`config.mk`:
```
export PLATFORM = sky130hd
export DESIGN_NAME = bus_xfer_ctrl
export DESIGN_NICKNAME = d
export VERILOG_FILES = /design/src/rtl/bus_pkg.sv /design/src/rtl/bus_xfer_ctrl_rr_arb2.sv /design/src/rtl/bus_xfer_ctrl.sv
export SDC_FILE = /design/constraint.sdc
export NUM_CORES = 1
export LEC_CHECK = 0
export ABC_AREA = 0
export CORE_ASPECT_RATIO = 1.75
export CORE_MARGIN = 3
export CORE_UTILIZATION = 41
export CTS_CLUSTER_DIAMETER = 30
export CTS_CLUSTER_SIZE = 25
export DETAILED_ROUTE_END_ITERATION = 16
export GPL_TIMING_DRIVEN = 1
export PLACE_DENSITY = 0.88
export SLEW_MARGIN = 40
export SYNTH_ARGS = -nofsm -noshare
export SYNTH_HDL_FRONTEND = slang
export SYNTH_SLANG_ARGS = --single-unit
```
`constraint.sdc`:
```
create_clock -name CLK -period 2.49 [get_ports CLK]
set_input_delay 0.249 -clock CLK [delete_from_list [all_inputs] [get_ports CLK]]
set_output_delay 0.249 -clock CLK [all_outputs]
set_load 0.005 [all_outputs]
```
`src/rtl/bus_pkg.sv`:
```
// Shared definitions for the bus transfer controller.
//   - Default address/data widths.
//   - Controller state encoding (localparams plus the state enum built on them).
//   - Target codes decoded from the select address bit.
//   - Width of the ACCESS wait-state down-counter.
package bus_pkg;

  localparam int unsigned DEF_AW = 16;
  localparam int unsigned DEF_DW = 16;

  localparam logic [1:0] IDLE   = 2'd0;
  localparam logic [1:0] SETUP  = 2'd1;
  localparam logic [1:0] ACCESS = 2'd2;
  localparam logic [1:0] DONE   = 2'd3;

  typedef enum logic [1:0] {
    ST_IDLE   = IDLE,
    ST_SETUP  = SETUP,
    ST_ACCESS = ACCESS,
    ST_DONE   = DONE
  } state_e;

  localparam logic TGT_MEM = 1'b0;
  localparam logic TGT_REG = 1'b1;

  // Holds WAIT_CYCLES in the range 0..15.
  localparam int unsigned CNT_W = 4;

endpackage

```
`src/rtl/bus_xfer_ctrl_rr_arb2.sv`:
```
// Two-way round-robin picker.
//   CLK, RSTn : clock and synchronous active-low reset
//   req_i     : request vector, bit n from requester n
//   gnt_en_i  : commit the current pick and advance the pointer
//   gnt_c_o   : one-hot grant, combinational from req_i and the pointer
//   last_q_o  : registered index of the most recently granted port (1 after reset)
module rr_arb2
  import bus_pkg::*;
(
  input  logic       CLK,
  input  logic       RSTn,
  input  logic [1:0] req_i,
  input  logic       gnt_en_i,
  output logic [1:0] gnt_c_o,
  output logic       last_q_o
);

  logic last_q;
  logic last_d;

  // A lone requester always wins; on contention the port not granted last wins.
  always_comb begin
    gnt_c_o = 2'b00;
    unique case (req_i)
      2'b01:   gnt_c_o = 2'b01;
      2'b10:   gnt_c_o = 2'b10;
      2'b11:   gnt_c_o = last_q ? 2'b01 : 2'b10;
      default: gnt_c_o = 2'b00;
    endcase
  end

  // Pointer follows each committed grant.
  always_comb begin
    last_d = last_q;
    if (gnt_en_i && (|req_i)) begin
      last_d = gnt_c_o[1];
    end
  end

  always_ff @(posedge CLK) begin
    if (!RSTn) begin
      last_q <= 1'b1;
    end else begin
      last_q <= last_d;
    end
  end

  assign last_q_o = last_q;

endmodule

```
`src/rtl/bus_xfer_ctrl.sv`:
```
// Sequences transfers on the shared address/data bus between Memory and Reg.
//   CLK, RSTn              : clock and synchronous active-low reset
//   req0/1, we0/1          : requests and write flags from requesters 0/1
//   addr0/1, wdata0/1      : transfer address and write data
//   done0/1                : one-cycle completion pulse to the granted requester
//   rdata                  : read data, captured at the last ACCESS edge
//   busy                   : high outside IDLE
//   ADDR, DOUT, DOUT_EN    : address bus, write data and tri-state enable
//   DIN                    : data bus value sampled on reads
//   M_ON/M_W, R_ON/R_W     : Memory and Reg enable/write strobes
// All outputs are registered; the next-state logic computes each output's
// value for the state being entered.
module bus_xfer_ctrl
  import bus_pkg::*;
#(
  parameter int unsigned AW          = DEF_AW,
  parameter int unsigned DW          = DEF_DW,
  parameter int unsigned WAIT_CYCLES = 1,
  parameter int unsigned SEL_BIT     = 15
) (
  input  logic          CLK,
  input  logic          RSTn,
  input  logic          req0,
  input  logic          req1,
  input  logic          we0,
  input  logic          we1,
  input  logic [AW-1:0] addr0,
  input  logic [AW-1:0] addr1,
  input  logic [DW-1:0] wdata0,
  input  logic [DW-1:0] wdata1,
  output logic          done0,
  output logic          done1,
  output logic [DW-1:0] rdata,
  output logic          busy,
  output logic [AW-1:0] ADDR,
  output logic [DW-1:0] DOUT,
  output logic          DOUT_EN,
  input  logic [DW-1:0] DIN,
  output logic          M_ON,
  output logic          M_W,
  output logic          R_ON,
  output logic          R_W
);

  state_e           state_q, state_d;
  logic [CNT_W-1:0] cnt_q, cnt_d;
  logic             we_q, we_d;
  logic             tgt_q, tgt_d;

  logic [1:0]       gnt;
  logic             gnt_en;
  logic             last_gnt;

  logic             sel_we;
  logic [AW-1:0]    sel_addr;
  logic [DW-1:0]    sel_wdata;

  logic             done0_d, done1_d, busy_d, dout_en_d;
  logic             m_on_d, m_w_d, r_on_d, r_w_d;
  logic [DW-1:0]    rdata_d, dout_d;
  logic [AW-1:0]    addr_d;

  rr_arb2 u_arb (
    .CLK      (CLK),
    .RSTn     (RSTn),
    .req_i    ({req1, req0}),
    .gnt_en_i (gnt_en),
    .gnt_c_o  (gnt),
    .last_q_o (last_gnt)
  );

  // Winner's request fields.
  assign sel_we    = gnt[1] ? we1    : we0;
  assign sel_addr  = gnt[1] ? addr1  : addr0;
  assign sel_wdata = gnt[1] ? wdata1 : wdata0;

  // Next state and next registered outputs.
  always_comb begin
    state_d = state_q;
    cnt_d   = cnt_q;
    we_d    = we_q;
    tgt_d   = tgt_q;
    addr_d  = ADDR;
    dout_d  = DOUT;
    rdata_d = rdata;
    gnt_en  = 1'b0;

    unique case (state_q)
      ST_IDLE: begin
        if (|gnt) begin
          gnt_en  = 1'b1;
          we_d    = sel_we;
          tgt_d   = sel_addr[SEL_BIT];
          addr_d  = sel_addr;
          if (sel_we) begin
            dout_d = sel_wdata;
          end
          state_d = ST_SETUP;
        end
      end
      ST_SETUP: begin
        cnt_d   = CNT_W'(WAIT_CYCLES);
        state_d = ST_ACCESS;
      end
      ST_ACCESS: begin
        if (cnt_q == '0) begin
          if (!we_q) begin
            rdata_d = DIN;
          end
          state_d = ST_DONE;
        end else begin
          cnt_d = cnt_q - CNT_W'(1);
        end
      end
      ST_DONE: begin
        state_d = ST_IDLE;
      end
      default: begin
        state_d = ST_IDLE;
      end
    endcase

    busy_d    = (state_d != ST_IDLE);
    // Write data is driven from SETUP through the last ACCESS cycle; DONE turns the bus around.
    dout_en_d = we_d && ((state_d == ST_SETUP) || (state_d == ST_ACCESS));
    m_on_d    = (state_d == ST_ACCESS) && (tgt_d == TGT_MEM);
    r_on_d    = (state_d == ST_ACCESS) && (tgt_d == TGT_REG);
    m_w_d     = m_on_d && we_d;
    r_w_d     = r_on_d && we_d;
    // The pointer only moves on grants, so mid-transfer it names the granted port.
    done0_d   = (state_d == ST_DONE) && !last_gnt;
    done1_d   = (state_d == ST_DONE) && last_gnt;
  end

  always_ff @(posedge CLK) begin
    if (!RSTn) begin
      state_q <= ST_IDLE;
      cnt_q   <= '0;
      we_q    <= 1'b0;
      tgt_q   <= TGT_MEM;
      done0   <= 1'b0;
      done1   <= 1'b0;
      rdata   <= '0;
      busy    <= 1'b0;
      ADDR    <= '0;
      DOUT    <= '0;
      DOUT_EN <= 1'b0;
      M_ON    <= 1'b0;
      M_W     <= 1'b0;
      R_ON    <= 1'b0;
      R_W     <= 1'b0;
    end else begin
      state_q <= state_d;
      cnt_q   <= cnt_d;
      we_q    <= we_d;
      tgt_q   <= tgt_d;
      done0   <= done0_d;
      done1   <= done1_d;
      rdata   <= rdata_d;
      busy    <= busy_d;
      ADDR    <= addr_d;
      DOUT    <= dout_d;
      DOUT_EN <= dout_en_d;
      M_ON    <= m_on_d;
      M_W     <= m_w_d;
      R_ON    <= r_on_d;
      R_W     <= r_w_d;
    end
  end

endmodule

```
# Word-level counts from Yosys, hierarchy flattened
# Cells that the tools add are included.
[totals]
register_bits = 65
elab_cells = 65
[classes]
n_eq_ne = 10
n_reduce_logical = 20
add_sub_neg = 1
bitwise = 2
muxes = 16
[ops]
columns = ["op", "n"]
rows = [
  ["2-to-1 mux 16 bit", 2],
  ["== test 2 bit (second input constant)", 6],
  ["logical AND 1 bit", 8],
  ["case mux 2 bit (4 select lines)", 1],
  ["case mux 4 bit (2 select lines)", 1],
  ["2-to-1 mux 1 bit", 7],
  ["== test 2 x 1 -> 1 bit (second input constant)", 3],
  ["2-to-1 mux 2 bit", 3],
  ["case mux 2 bit (3 select lines)", 1],
  ["AND reduction 3 bit", 2],
  ["zero test 4 bit", 1],
  ["2-to-1 mux 4 bit", 1],
  ["AND reduction 2 bit", 2],
  ["nonzero test 2 bit", 2],
  ["OR reduction 2 bit", 2],
  ["subtractor 4 x 1 -> 4 bit (second input constant)", 1],
  ["zero test 2 bit", 1],
  ["!= test 2 bit (second input constant)", 1],
  ["NOT 1 bit", 2],
  ["zero test 1 bit", 1],
  ["logical OR 1 bit", 1],
]

# Logic depth before layout (Yosys ltp)
# Gate-level depths: netlist of the first run.
[logic_depth]
word_depth = 8
mapped_depth = 11
mapped_depth_nobuf = 10

# Cells and area by module
# From an unflattened synthesis of the first run, not the netlist that was laid out.
[hier_totals]
cells_unflattened = 340
hier_area_um2 = 3005.4
[by_module_without_submodules]
columns = ["mod", "area_each_um2", "n_inst", "cells_per_inst"]
rows = [
  ["bus_xfer_ctrl", 2946.6, 1, 333],
  ["rr_arb2", 58.8, 1, 7],
]

# Worst setup path after synthesis of the first run
# OpenSTA, ideal clock, no wires.
[synth_path]
path_type = "register to register"
startpoint = "register cnt_q[0]"
endpoint = "register R_W"
stages_incl_launch_ff = 12
t_arrival_ns = 1.825
setup_ns = 0.116
required_time_ns = 2.374
path_slack_ns = 0.549
period_less_slack_ns = 1.941
cell_sequence = "dfxtp_1 -> inv_1 -> ha_1 -> or3b_1 -> buf_2 -> o21ai_0 -> o22a_1 -> inv_1 -> ha_1 -> nand2_1 -> a21oi_1 -> o211a_1"
[synth_via]
elab_chain_len = 6
[synth_lines]
columns = ["item", "line_no", "rtl"]
rows = [
  ["from (decl)", "bus_xfer_ctrl.sv:46", "logic [CNT_W-1:0] cnt_q, cnt_d;"],
  ["from (signal assigned)", "bus_xfer_ctrl.sv:154", "cnt_q <= cnt_d;"],
  ["zero test 4 bit", "bus_xfer_ctrl.sv:106", "if (cnt_q == '0) begin"],
  ["2-to-1 mux 2 bit", "bus_xfer_ctrl.sv:106", ""],
  ["case mux 2 bit (4 select lines)", "bus_xfer_ctrl.sv:88", "unique case (state_q)"],
  ["net state_d[0]", "bus_xfer_ctrl.sv:45", "state_e state_q, state_d;"],
  ["== test 2 bit", "bus_xfer_ctrl.sv:127", "r_on_d = (state_d == ST_ACCESS) && (tgt_d == TGT_REG);"],
  ["logical AND 1 bit", "bus_xfer_ctrl.sv:127", ""],
  ["logical AND 1 bit", "bus_xfer_ctrl.sv:129", "r_w_d = r_on_d && we_d;"],
  ["to (signal assigned)", "bus_xfer_ctrl.sv:167", "R_W <= r_w_d;"],
  ["to (decl)", "bus_xfer_ctrl.sv:42", "output logic R_W"],
]
# The timed path passes the listed nets, and every way through them passes these cells.
# A chain may end at the register's enable or synchronous reset.

# Final worst setup path of the first run
# Same ends and word-level chain as after synthesis.

==> impl_metrics.tcl, run 1 <==
set metrics [dict create \
    cts.path.max_buffers 2 \
    drtAntennaViolNets 0 \
    grtUsageMet2 0.354 \
    vdd_drop_max_mv 0.713 \
    rows 40 \
    drive_gt1_frac 0.0604 \
    finalSetupTns_ns 0 \
    placed_cell_area_sq_um 4410 \
    gp_congestion 0.781 \
    dp.final_hpwl_um 6040 \
    switching_power_mw 1.38 \
    setup_slack_ns 0.327 \
    syn_area_sq_um 2960 \
    dieWidth_um 70.2 \
    die_y_um 118 \
    cp.required_ns 2.71 \
    grt_usage 0.193 \
    wirelength_um 7950 \
    routed-via-count 2736 \
    n_antenna_cell 0 \
    path_buf_inv 2 \
    busiest_layer "met2" \
    leakagePower_nw 2.09 \
    worst_pin_slew_ns 0.622 \
    cp-end-kind "register" \
    hold-worst-slack_ns 0.287 \
    grt_pass1_wl_um 12800 \
    clock_sinks 65 \
    crit_type "reg2reg" \
    cts_tree "yes" \
    finalCritPeriodShare 0.869 \
    grt_use_met1 0.186 \
    rsz0062_at_grt "no" \
    clkTransAtPathRegs_ns 0.05 \
    status "completed" \
    critPathLaunchType "register" \
    drc 0 \
    post-cts-setup-buffers 0 \
    port_buffers 141 \
    clock_latency_ns 0.32 \
    dp.cells 515 \
    ios 142 \
    fin_cells 531 \
    p_per_area_nw_per_um2 936 \
    final-seq-area_sq_um 1300 \
    synth-seq-cells 65 \
    worstReg2RegStart "cnt_q[0]$_SDFFE_PN0P_" \
    cp_max_fo 6 \
    yosysSeqAreaShare 0.440 \
    stdcell_area_sq_um 4710 \
    gr-total-overflow 0 \
    wl_per_cell_um 15.0 \
    critPathMaxStageDelay_ns 0.48 \
    syn-num-nets 402 \
    start_util 0.425 \
    hold_viol 0 \
    p_int_mw 3.02 \
    yosys_warnings 0 \
    die_area_sq_um 8310 \
    cp_slowest_cell "or3b_1" \
    max_freq_mhz 462 \
    grt_start_max_net_pins 32 \
    worstHoldPathType "in2reg" \
    h-tree-depth 3 \
    cts_hold_buf 0 \
    grt_util_met3 0.0528 \
    nNetsFinal 537 \
    core-area_sq_um 6960 \
    period_needed_ns 2.16 \
    drv_cap 0 \
    multiInputGateArea_sq_um 1500 \
    startpoint "cnt_q[0]$_SDFFE_PN0P_" \
    nFillCells 553 \
    crit_family "simple AND/OR/NAND/NOR gates" \
    skew_ns 0.00553 \
    cts_resized 0 \
    synth.avg_cell_area_sq_um 9.63 \
    antenna_found_initial 0 \
    ctsRootBufferMaster "clkbuf_16" \
    finalSetupViolations 0 \
    area_growth_pct 59.2 \
    report.final.slew_viol_count 0 \
    grt_pass1_vias 2814 \
    crit_chain "inv_1 > ha_1 > or3b_1 > o21ai_0 > o22a_1 > inv_1 > ha_1 > nand2_1 > a21oi_1 > o211a_1" \
    pre_cts_ws_ns 0.353 \
    cp.arrival_ns 2.38 \
    slew_headroom 0.585 \
    avgViaCountPerCell 5.15 \
    worstHoldStart "RSTn" \
    p_clk_frac 0.277 \
    postSynthCellCount 307 \
    drtIter0Drc 52 \
    p_seq_frac 0.333 \
    cts_made_buffers 9 \
    p_comb_frac 0.390 \
    switching_share 0.314 \
    firstDrtPassIters 4 \
    yosysUniqueCellTypes 34 \
]
-- cell families after synthesis --
family	share of synthesized area
compound gates	0.211
mux	0.105
simple gates	0.150
buf+inv	0.0554
fa+ha+maj	0.0381
flops	0.440
-- path summary, 6_finish.rpt --
path | cells after the start | slack [ns] | to
min reg2reg | 2 | 0.46 | rdata[13]$_SDFFE_PN0P_
max | 10 | 0.33 | R_W$_SDFF_PN0_
max reg2reg | 10 | 0.33 | R_W$_SDFF_PN0_
min | 2 | 0.29 | u_arb.last_q_o$_SDFFE_PN1P_
-- power groups by stage --
stage / sequential, mW / clock, mW / combinational (mW)
2_1_floorplan: 1.49 / 0 / 0.907
3_3_place_gp: 1.47 / 0 / 1.67
3_5_place_dp: 1.48 / 0 / 1.73
4_1_cts: 1.47 / 1.25 / 1.74
5_1_grt: 1.50 / 1.29 / 1.88
6_report: 1.46 / 1.22 / 1.72
-- sequential cells by signal, indices dropped and copies added (netlist names), 2 cells and up --
name     count
ADDR        16
DOUT        16
cnt_q        4
rdata       16
state_q      2
-- synthesized netlist by cell type --
library cell | number | area (sq um)
dfxtp_1 | 65 | 1300
o22ai_1 | 1 | 6.26
buf_1 | 1 | 3.75
a21boi_1 | 2 | 15.0
and2_1 | 6 | 37.5
nor3b_4 | 1 | 18.8
nor2_1 | 3 | 11.3
a211oi_1 | 1 | 7.51
nor4_1 | 1 | 6.26
nor3b_1 | 1 | 7.51
nand2b_1 | 1 | 6.26
nor2b_1 | 3 | 18.8
or3b_1 | 1 | 8.76
and3_1 | 2 | 12.5
mux2i_1 | 31 | 310
nand3_1 | 17 | 85.1
buf_6 | 5 | 56.3
o21ai_0 | 7 | 35.0
inv_1 | 8 | 30.0
and2_4 | 1 | 8.76
a21boi_0 | 19 | 143
nand3b_1 | 1 | 7.51
a32oi_1 | 2 | 17.5
nand4b_1 | 1 | 8.76
buf_2 | 5 | 25.0
clkbuf_1 | 13 | 48.8
a21oi_1 | 7 | 35.0
o21a_1 | 1 | 7.51
ha_1 | 9 | 113
o31a_1 | 1 | 8.76
o22a_1 | 1 | 8.76
a32o_1 | 1 | 10.0
o211a_1 | 33 | 330
nand2_1 | 55 | 206
-- final cells by class --
class | instances | share of cell area
repair buffers | 148 | 0.313
clock buffers | 9 | 0.0479
multi-input cells | 210 | 0.319
clock inverters | 7 | 0.0149
flip-flops and latches | 65 | 0.277
well taps | 84 | 0.0223
inverters | 8 | 0.00638
-- cell usage in the layout (no fill, tap or decap), types with 2 or more instances in the layout --
master and n:
nor2b_1 3, inv_1 8, o211a_1 33, a32oi_1 2
mux2i_1 31, clkinv_2 3, a21boi_0 19, nor2_1 3
a21oi_1 7, ha_1 9, nand3_1 17, clkbuf_16 9
buf_4 6, and2_1 6, dfxtp_1 65, o21ai_0 7
clkdlybuf4s50_1 140, and3_1 2, nand2_1 55
-- per-layer routing --
metal / wire length, um / vias up
li1: - / 1356
met1: 2840 / 1255
met2: 4360 / 109
met3: 506 / 16
met4: 255 / 0
met5: 0 / -
-- stage by stage --
step | power, mW | util
2_1_floorplan | 2.39 | -
4_1_cts | 4.46 | 0.676
3_5_place_dp | 3.21 | 0.634
6_report | 4.40 | 0.676
3_3_place_gp | 3.14 | 0.634
5_1_grt | 4.67 | 0.676
No activity file was read; power rests on OpenSTA's default activity.
==> inputs of run 2 (changes only) <==
--- a/config.mk
+++ b/config.mk
@@ -12,7 +12,6 @@
 export CTS_CLUSTER_DIAMETER = 30
 export CTS_CLUSTER_SIZE = 25
 export DETAILED_ROUTE_END_ITERATION = 16
-export GPL_TIMING_DRIVEN = 1
 export PLACE_DENSITY = 0.88
 export SLEW_MARGIN = 40
 export SYNTH_ARGS = -nofsm -noshare
==> results of run 2 <==
Final layout, timing and power as in run 1 (identical DEF).
==> inputs of run 3 (changes only) <==
--- a/config.mk
+++ b/config.mk
@@ -7,7 +7,6 @@
 export LEC_CHECK = 0
 export ABC_AREA = 0
 export CORE_ASPECT_RATIO = 1.75
-export CORE_MARGIN = 3
 export CORE_UTILIZATION = 41
 export CTS_CLUSTER_DIAMETER = 30
 export CTS_CLUSTER_SIZE = 25
==> run 3 against run 2 <==
Effect of this change: die area is 8.9% lower; clock skew down 0.00087 ns; cell count decreased by 0.56%; core utilization increased by 0.13 points; global-route usage up 2.6 points; sequential share of layout area rose by 0.15 points; routed wire length down 2.1%; via count about the same; non-clock buffer count down 2; largest cell class unchanged; largest power group unchanged.
==> impl_metrics.tcl, run 3 (synthesis results as in run 1) <==
set metrics [dict create \
    finalCritPeriodShare 0.863 \
    slew_headroom 0.603 \
    start_util 0.428 \
    worstReg2RegStart "cnt_q[0]$_SDFFE_PN0P_" \
    crit_family "simple AND/OR/NAND/NOR gates" \
    cp_slowest_cell "or3b_1" \
    finalSetupViolations 0 \
    cts_tree "yes" \
    clkTransAtPathRegs_ns 0.05 \
    nFillCells 568 \
    die_y_um 114 \
    cp.arrival_ns 2.37 \
    avgViaCountPerCell 5.19 \
    rows 40 \
    leakagePower_nw 2.08 \
    p_per_area_nw_per_um2 935 \
    p_comb_frac 0.388 \
    area_growth_pct 58.3 \
    worstHoldPathType "in2reg" \
    core-area_sq_um 6910 \
    grt_pass1_vias 2780 \
    largestRegisters "ADDR x16, DOUT x16, rdata x16" \
    cts_resized 0 \
    cp_max_fo 6 \
    drv_cap 0 \
    h-tree-depth 3 \
    n_antenna_cell 0 \
    cts_made_buffers 9 \
    switching_power_mw 1.38 \
    worstHoldStart "RSTn" \
    p_int_mw 3.00 \
    cp-end-kind "register" \
    hold_viol 0 \
    r2r_setup_slack_ns 0.34 \
    dieWidth_um 66.2 \
    firstDrtPassIters 4 \
    ctsRootBufferMaster "clkbuf_16" \
    port_buffers 141 \
    drc 0 \
    status "completed" \
    skew_ns 0.00466 \
    wl_per_cell_um 14.8 \
    finalPower_mw 4.38 \
    max_freq_mhz 466 \
    nNetsFinal 535 \
    routed-via-count 2738 \
    drtIter0Drc 104 \
    worst_pin_slew_ns 0.594 \
    p_clk_frac 0.275 \
    cts.path.max_buffers 2 \
    clock_sinks 65 \
    report.final.slew_viol_count 0 \
    dp.final_hpwl_um 5870 \
    crit_type "reg2reg" \
    gr-total-overflow 0 \
    period_needed_ns 2.15 \
    clock_latency_ns 0.33 \
    wirelength_um 7790 \
    final_common_cell "clkdlybuf4s50_1" \
    gp_congestion 0.760 \
    drtAntennaViolNets 0 \
    switching_share 0.315 \
    cp.required_ns 2.71 \
    startpoint "cnt_q[0]$_SDFFE_PN0P_" \
    cts_hold_buf 0 \
    path_buf_inv 2 \
    finalSetupTns_ns 0 \
    grt_usage 0.219 \
    critPathMaxStageDelay_ns 0.47 \
    ios 142 \
    critPathLaunchType "register" \
    rsz0062_at_grt "no" \
    drive_gt1_frac 0.0541 \
    die_area_sq_um 7570 \
    grt_start_max_net_pins 54 \
    p_seq_frac 0.336 \
    antenna_found_initial 0 \
    mostFrequentLayoutCells "140 x clkdlybuf4s50_1, 65 x dfxtp_1, 55 x nand2_1, 33 x o211a_1, 31 x mux2i_1" \
    grt_pass1_wl_um 12600 \
    vdd_drop_max_mv 0.497 \
    crit_chain "inv_1 > ha_1 > or3b_1 > o21ai_0 > o22a_1 > inv_1 > ha_1 > nand2_1 > a21oi_1 > o211a_1" \
    post-cts-setup-buffers 0 \
]
## run 3: cell types whose count changed in the layout (fill, tap and decap cells not counted), sizes merged
cell / delta
buf: -2
clkinv: -1
clkinvlp: +1
inv: -1
## run 3: final cells by class
class / instances / area [sq um] / share of cell area
multi-input cells: 210 / 1500 / 0.321
repair buffers: 146 / 1460 / 0.311
flip-flops and latches: 65 / 1300 / 0.278
clock buffers: 9 / 225 / 0.0481
well taps: 84 / 105 / 0.0225
clock inverters: 6 / 60.1 / 0.0128
inverters: 8 / 30.0 / 0.00642
## run 3: metal layers
metal  global-route usage  up-vias  routed length [um]
li1                     -     1345                   -
met1                0.205     1255                2720
met2                0.401      113                4160
met3               0.0717       25                 584
met4                0.123        0                 324
met5                    0        -                   0
## run 3: worst paths after layout
kind                            depth (start not counted)                           to
worst min register to register                          2        rdata[7]$_SDFFE_PN0P_
worst max-delay path                                   10               R_W$_SDFF_PN0_
worst min-delay path                                    2  u_arb.last_q_o$_SDFFE_PN1P_
worst max register to register                         10               R_W$_SDFF_PN0_
## run 3: power groups by stage
stage	Clock (mW)	Combinational [mW]	Sequential (mW)
floorplan	0	0.907	1.49
global placement	0	1.66	1.47
detailed placement	0	1.71	1.49
CTS	1.23	1.72	1.47
global route	1.27	1.89	1.50
finish	1.20	1.70	1.47
## run 3: through the flow
stage,hold slack [ns],cell area [sq um],cells,setup slack (ns),utilization
2_1_floorplan,0.384,2960,307,0.549,-
3_3_place_gp,0.445,4400,513,0.367,0.636
3_5_place_dp,0.458,4400,513,0.312,0.636
4_1_cts,0.181,4680,528,0.313,0.678
5_1_grt,0.224,4680,528,0.133,0.678
6_report,0.187,4680,528,0.342,0.678
## run 3: worst register-to-register path: stages, from the launching register on
cell and delay (ns):
dfxtp_1 0.32, inv_1 0.12, ha_1 0.17, or3b_1 0.47
o21ai_0 0.19, o22a_1 0.20, inv_1 0.07, ha_1 0.20
nand2_1 0.11, a21oi_1 0.05, o211a_1 0.13
